$ cat src/rtl/counter_pkg.sv
`default_nettype none
// ============================================================================
//  Module      : counter_pkg
//  Description : Shared constants and helpers for the up/down modulus
//                counter and its prescaler.
//                - DIR_UP / DIR_DOWN   : encodings of the dir input
//                - MODE_WRAP / MODE_SAT: encodings of the sat_mode input
//                - clamp_load()        : limits a load value to the legal
//                                        count range
//  Revision    : 1.0  initial release
// ============================================================================
package counter_pkg;

  localparam logic DIR_UP    = 1'b1;
  localparam logic DIR_DOWN  = 1'b0;
  localparam logic MODE_WRAP = 1'b0;
  localparam logic MODE_SAT  = 1'b1;

  // Values above the modulus clamp to the modulus. Operates at 32 bits,
  // which covers every legal counter width.
  function automatic logic [31:0] clamp_load(input logic [31:0] value,
                                             input logic [31:0] max);
    return (value > max) ? max : value;
  endfunction

endpackage : counter_pkg
`default_nettype wire

$ cat src/rtl/cnt_prescaler.sv
`default_nettype none
// ============================================================================
//  Module      : cnt_prescaler
//  Description : Divides enabled cycles by PRESCALE. tick is high on the
//                enabled cycle where the internal count reaches PRESCALE-1;
//                the count then returns to 0. Holds while en is low.
//  Ports       : clk   in  clock
//                rst_n in  asynchronous active-low reset
//                clr   in  synchronous clear (clear or load in the parent)
//                en    in  count enable
//                tick  out one step request (combinational)
//  Revision    : 1.0  initial release
// ============================================================================
module cnt_prescaler #(
  parameter int PRESCALE = 4
) (
  input  logic clk,
  input  logic rst_n,
  input  logic clr,
  input  logic en,
  output logic tick
);

  localparam int              PW   = $clog2(PRESCALE);
  localparam logic [PW-1:0]   LAST = PW'(PRESCALE - 1);
  localparam logic [PW-1:0]   ONE  = PW'(1);

  logic [PW-1:0] cnt;
  logic          at_last;

  assign at_last = (cnt == LAST);
  // clr wins over a pending tick so a clear/load cycle never steps.
  assign tick    = en & ~clr & at_last;

  always_ff @(posedge clk or negedge rst_n) begin
    if (!rst_n) begin
      cnt <= '0;
    end else if (clr) begin
      cnt <= '0;
    end else if (en) begin
      cnt <= at_last ? '0 : cnt + ONE;
    end
  end

endmodule : cnt_prescaler
`default_nettype wire

$ cat src/rtl/updown_mod_counter.sv
`default_nettype none
// ============================================================================
//  Module      : updown_mod_counter
//  Description : Up/down counter over 0..MAX_VALUE with wrap or saturate
//                at the boundaries, synchronous clear and clamped parallel
//                load (clr > load > step > hold), a registered one-cycle
//                boundary pulse, a sticky boundary flag and a per-bit
//                output-enable vector for a bidirectional pad bank.
//  Ports       : clk        in  clock
//                rst_n      in  asynchronous active-low reset
//                clr        in  clear to RESET_VALUE, clears evt_sticky
//                load       in  parallel load of min(load_val, MAX_VALUE)
//                load_val   in  [WIDTH] load value
//                en         in  count enable
//                dir        in  1 = up, 0 = down
//                sat_mode   in  1 = saturate, 0 = wrap
//                oe         in  output enable request
//                count      out [WIDTH] registered count
//                count_oe   out [WIDTH] {WIDTH{oe}}, combinational
//                evt        out one-cycle boundary pulse
//                evt_sticky out sticky boundary flag
//  Options     : CNT_PRESCALE_EN - when defined, a step happens only every
//                PRESCALE enabled cycles.
//  Revision    : 1.0  initial release
// ============================================================================
module updown_mod_counter
  import counter_pkg::*;
#(
  parameter int              WIDTH       = 8,
  parameter longint unsigned MAX_VALUE   = (64'd1 << WIDTH) - 64'd1,
  parameter longint unsigned RESET_VALUE = 64'd0,
  parameter int              PRESCALE    = 4
) (
  input  logic             clk,
  input  logic             rst_n,
  input  logic             clr,
  input  logic             load,
  input  logic [WIDTH-1:0] load_val,
  input  logic             en,
  input  logic             dir,
  input  logic             sat_mode,
  input  logic             oe,
  output logic [WIDTH-1:0] count,
  output logic [WIDTH-1:0] count_oe,
  output logic             evt,
  output logic             evt_sticky
);

  localparam logic [WIDTH-1:0] MAX_C   = MAX_VALUE[WIDTH-1:0];
  localparam logic [WIDTH-1:0] RESET_C = RESET_VALUE[WIDTH-1:0];
  localparam logic [WIDTH-1:0] ONE     = WIDTH'(1);

  logic             tick;
  logic [31:0]      clamp_wide;
  logic [WIDTH-1:0] load_clamped;
  logic             at_max;
  logic             at_zero;
  logic [WIDTH-1:0] count_nxt;
  logic             evt_nxt;
  logic             sticky_nxt;

  // ---------------------------------------------------------------------
  // Step request source
  // ---------------------------------------------------------------------
`ifdef CNT_PRESCALE_EN
  // Clear and load both restart the prescaler.
  cnt_prescaler #(
    .PRESCALE (PRESCALE)
  ) u_prescaler (
    .clk   (clk),
    .rst_n (rst_n),
    .clr   (clr | load),
    .en    (en),
    .tick  (tick)
  );
`else
  localparam int unused_prescale = PRESCALE;
  assign tick = en;
`endif

  // ---------------------------------------------------------------------
  // Load clamping
  // ---------------------------------------------------------------------
  assign clamp_wide   = clamp_load(32'(load_val), 32'(MAX_VALUE));
  assign load_clamped = clamp_wide[WIDTH-1:0];

  generate
    if (WIDTH < 32) begin : g_clamp_hi
      // Upper bits are always zero once clamped to a WIDTH-bit modulus.
      logic unused_clamp_hi;
      assign unused_clamp_hi = |clamp_wide[31:WIDTH];
    end
  endgenerate

  // ---------------------------------------------------------------------
  // Next-state logic. Boundaries are found by explicit compare, so the
  // +1 / -1 paths never overflow even when MAX_VALUE is all ones.
  // ---------------------------------------------------------------------
  assign at_max  = (count == MAX_C);
  assign at_zero = (count == '0);

  always_comb begin
    count_nxt  = count;
    evt_nxt    = 1'b0;
    sticky_nxt = evt_sticky;
    if (clr) begin
      count_nxt  = RESET_C;
      sticky_nxt = 1'b0;
    end else if (load) begin
      count_nxt = load_clamped;
    end else if (tick) begin
      if (dir == DIR_UP) begin
        if (at_max) begin
          evt_nxt    = 1'b1;
          sticky_nxt = 1'b1;
          if (sat_mode == MODE_WRAP) count_nxt = '0;
        end else begin
          count_nxt = count + ONE;
        end
      end else begin
        if (at_zero) begin
          evt_nxt    = 1'b1;
          sticky_nxt = 1'b1;
          if (sat_mode == MODE_WRAP) count_nxt = MAX_C;
        end else begin
          count_nxt = count - ONE;
        end
      end
    end
  end

  always_ff @(posedge clk or negedge rst_n) begin
    if (!rst_n) begin
      count      <= RESET_C;
      evt        <= 1'b0;
      evt_sticky <= 1'b0;
    end else begin
      count      <= count_nxt;
      evt        <= evt_nxt;
      evt_sticky <= sticky_nxt;
    end
  end

  // Pad drive enables; the tri-state buffers live in the wrapper.
  assign count_oe = {WIDTH{oe}};

endmodule : updown_mod_counter
`default_nettype wire
$ cat config.mk
export PLATFORM = sky130hd
export DESIGN_NAME = updown_mod_counter
export DESIGN_NICKNAME = d
export VERILOG_FILES = /design/src/rtl/counter_pkg.sv /design/src/rtl/cnt_prescaler.sv /design/src/rtl/updown_mod_counter.sv
export SDC_FILE = /design/constraint.sdc
export NUM_CORES = 1
export LEC_CHECK = 0
export CAP_MARGIN = 20
export CORE_MARGIN = 2
export CORE_UTILIZATION = 40
export CTS_CLUSTER_SIZE = 20
export DETAILED_ROUTE_END_ITERATION = 6
export PLACE_DENSITY_LB_ADDON = 0.2
export SLEW_MARGIN = 20
export SYNTH_ARGS = -nofsm -noshare
export SYNTH_HDL_FRONTEND = slang
export SYNTH_SLANG_ARGS = --single-unit
$ cat constraint.sdc
create_clock -name clk -period 2.1 [get_ports clk]
set_input_delay 0.42 -clock clk [delete_from_list [all_inputs] [get_ports clk]]
set_output_delay 0.42 -clock clk [all_outputs]
set_load 0.005 [all_outputs]
==> results.yml <==
floorplanning:
  ios: 34
  die-area_sq_mm: 0.002851
  die_h_um: 53.40
  floorplan.initialDensity_pct: 43.29
  dieWidth_um: 53.40
  core_sq_mm: 0.002255
  num_rows: 17
cts:
  worstSkewPairLatency_ns: 0.27
  cts_buffers: 3
  cts_root_buffer: "clkbuf_4"
  path_clk_slew_ns: 0.07
  hold_buffers: 0
  cts_max_level: 1
  clock-sinks: 10
  postCtsSetupBuffers: 0
  cts_tree: "done"
  clk_path_buf_depth: 2
synth:
  synthAdderAreaFrac_pct: 3.846
  avgSynthCellArea_sq_um: 8.486
  postSynthCellCount: 115
  ys_seq_area_share_pct: 25.64
  synth_simple_gate_area_share_pct: 20.90
  netlist_area_sq_um: 975.9
  ys_ff_latch: 10
  synth_compound_area_share_pct: 26.79
  ys.flop_type: "dfrtp_1"
  synth_top_family_by_area: "compound AO/OA/AOI/OAI gates"
  async_flop_share_pct: 100.0
  synth_edf_count: 0
  syn_nets: 134
  synth_cell_type_count: 46
  synth_mux_area_share_pct: 7.436
  yosysWarnings: 0
  synth_xor_area_share_pct: 0.8974
setup_path:
  critPathBufInv: 2
  reg2reg_depth: 7
  endpoint: "count[2]"
  cp_max_fo: 9
  critical-path-top-delay-family: "buffers and inverters"
  startpoint_type: "register"
  worst-path-stages: 2
  required_ns: 1.68
  cp.arrival_ns: 1.52
  crit_type: "register to output port"
  r2r-end: "count[4]$_DFFE_PN0P_"
  cp-startpoint: "count[2]$_DFFE_PN0P_"
  cpMaxStageDelayCell: "dfrtp_1"
  r2r_start: "count[1]$_DFFE_PN0P_"
  crit_path_cell_trace: "buf_4 -> clkdlybuf4s50_1"
  rrSetupSlack_ns: 0.18
  worst_path_largest_cell_delay_ns: 0.53
  crit_path_end_kind: "output port"
placed_design:
  placedCellCount: 173
  place.gp.congestion: 0.8835
  dp_hpwl_um: 2163
  io_buffer_count: 24
global_route:
  grt_overflow: 0
  grt_use_total_pct: 21.09
  antenna_found_initial: 0
  grt_pass1_wl_um: 4429
  grt_max_degree: 11
  grt_pass1_vias: 991
timing:
  fin_crit_sh_pct: 92.20
  setup_tns_ns: 0
  hold_violations: 0
  rsz0062_at_grt: "false"
  tightestPinTransition_ns: 0.4706
  period_minus_slack_ns: 1.936
  skew_ns: 0.002735
  setup_violations: 0
  max_slew_margin_pct: 68.53
  slew_viol_final: 0
  fmax_ghz: 0.5165
detailed_routing:
  drt_wl_total_um: 2782
  drc: 0
  vias: 1053
  firstDrtPassIters: 4
  viasPerCell: 5.949
  antenna_left: 0
  routedWlPerCell_um: 15.72
  drt_iter0_markers: 21
pwr:
  pwr-share-comb_pct: 43.0
  switchingPower_w: 0.0002505
  p_leak_nw: 0.5541
  p_per_area_mw_per_mm2: 550.1
  peakVddDrop_mv: 0.4815
  p_seq_share_pct: 32.9
  internal_power_w: 0.0004873
  power_w: 0.0007378
  p_clk_share_pct: 24.0
  sw_frac_of_total_pct: 33.95
cells_and_area:
  syn2layout_area_growth_pct: 37.44
  drive_gt1_share_pct: 24.16
  fin_cells: 177
  diodes: 0
  layout.nets: 169
run_status:
  outcome: "finished, final reports clean"
worst_hold_path:
  holdCritPathClass: "input pin to async pin"
flow_run:
  maxCapViolCount: 0
==> cell usage after synthesis, drive strengths merged (3+ instances only) <==
library cell  instances  share of area, %
a21oi                 6               3.1
nand2                 5               1.9
ha                    3               3.8
inv                   9               3.5
mux2i                 5               5.1
a31oi                 4               2.6
nand4                 3               1.9
nand3                 6               3.1
a32oi                 3               2.7
dfrtp                10                26
o21ai                 6               3.5
nor2                  4               1.5
buf                  13                11
or3                   3               2.1
==> sequential cells by signal, summed over array words and instances, names as in the netlist <==
register	count
count	8
evt	1
evt_sticky	1
==> layout make-up <==
cell class | instances | area [sq um]
Tap cell | 28 | 35.03
Multi-Input combinational cell | 82 | 595.6
Inverter | 9 | 33.78
Fill cell | 219 | 913.4
Clock buffer | 4 | 36.28
Timing Repair Buffer | 44 | 390.4
Sequential cell | 10 | 250.2
==> stage by stage <==
stage	utilization, %	area, sq um	hold WS (ns)	setup slack, ns
floorplan	-	975.9	0.1244	0.07743
global placement	57.38	1294	0.4923	-0.03785
detailed placement	57.38	1294	0.4909	-0.06720
CTS	58.99	1330	0.4796	0.06869
global route	59.49	1341	0.5060	0.009959
finish	59.49	1341	0.4699	0.1638
==> layout by cell type (no fill, tap or decap), types with 2 or more instances in the layout <==
cell type	synthesis	final
a21oi_1	6	6
a31oi_1	4	4
a32oi_1	3	3
buf_4	8	20
clkbuf_4	0	3
clkdlybuf4s50_1	0	24
dfrtp_1	10	10
ha_1	3	3
inv_1	9	9
mux2_2	2	2
mux2i_1	5	5
nand2_1	5	5
nand2b_1	2	2
nand3_1	6	6
nand4_1	3	3
nor2_1	4	4
nor3_1	2	2
o21ai_0	5	5
o2bb2ai_1	2	2
o311ai_0	2	2
o31ai_1	2	2
or3_1	2	2
==> layer usage <==
metal	vias up	track usage, %	share of wire [%]
li1	504	-	-
met1	498	26.28	42
met2	47	37.24	49
met3	4	4.520	7.6
met4	0	3.419	1.2
met5	-	0	0
==> logic make-up after synthesis <==
group	count (synthesis)
buffers and inverters	23
AOI/OAI and AO/OA	36
DFF	10
muxes	7
xor gates and xnor gates	1
adders and majority gates	3
and+or+nand+nor	35
==> worst reg2reg max path, stage by stage (launching register included) <==
cell and delay [ns]:
dfrtp_1 0.44, inv_1 0.11, ha_1 0.21, nor3b_2 0.17, a21o_1 0.24, a311o_2 0.37
a32oi_1 0.19, mux2i_1 0.09
==> worst min path at each step <==
stage / startpoint / endpoint / depth (start not counted)
6_report: rst_n / count[7]$_DFFE_PN0P_ / 1
5_1_grt: rst_n / count[7]$_DFFE_PN0P_ / 1
4_1_cts: rst_n / count[7]$_DFFE_PN0P_ / 1
3_5_place_dp: evt_sticky$_DFFE_PN0P_ / evt_sticky$_DFFE_PN0P_ / 2
3_3_place_gp: evt_sticky$_DFFE_PN0P_ / evt_sticky$_DFFE_PN0P_ / 2
2_1_floorplan: rst_n / count[0]$_DFFE_PN0P_ / 0
==> what timing repair did <==
| item | CTS | global route |
|---|---|---|
| setup endpoints to repair | 0 | 7 |
| endpoints found under the hold margin | 0 | 0 |
| gates resized for setup | 0 | 2 |
==> power by group through the flow <==
stage	logic [W]	clock network (W)	registers [W]
finish	0.000318	0.000177	0.000243
global route	0.000347	0.000193	0.000247
CTS	0.000313	0.000183	0.000240
detailed placement	0.000312	0	0.000243
global placement	0.000309	0	0.000243
floorplan	0.000182	0	0.000238
No activity file was read; power rests on OpenSTA's default activity.
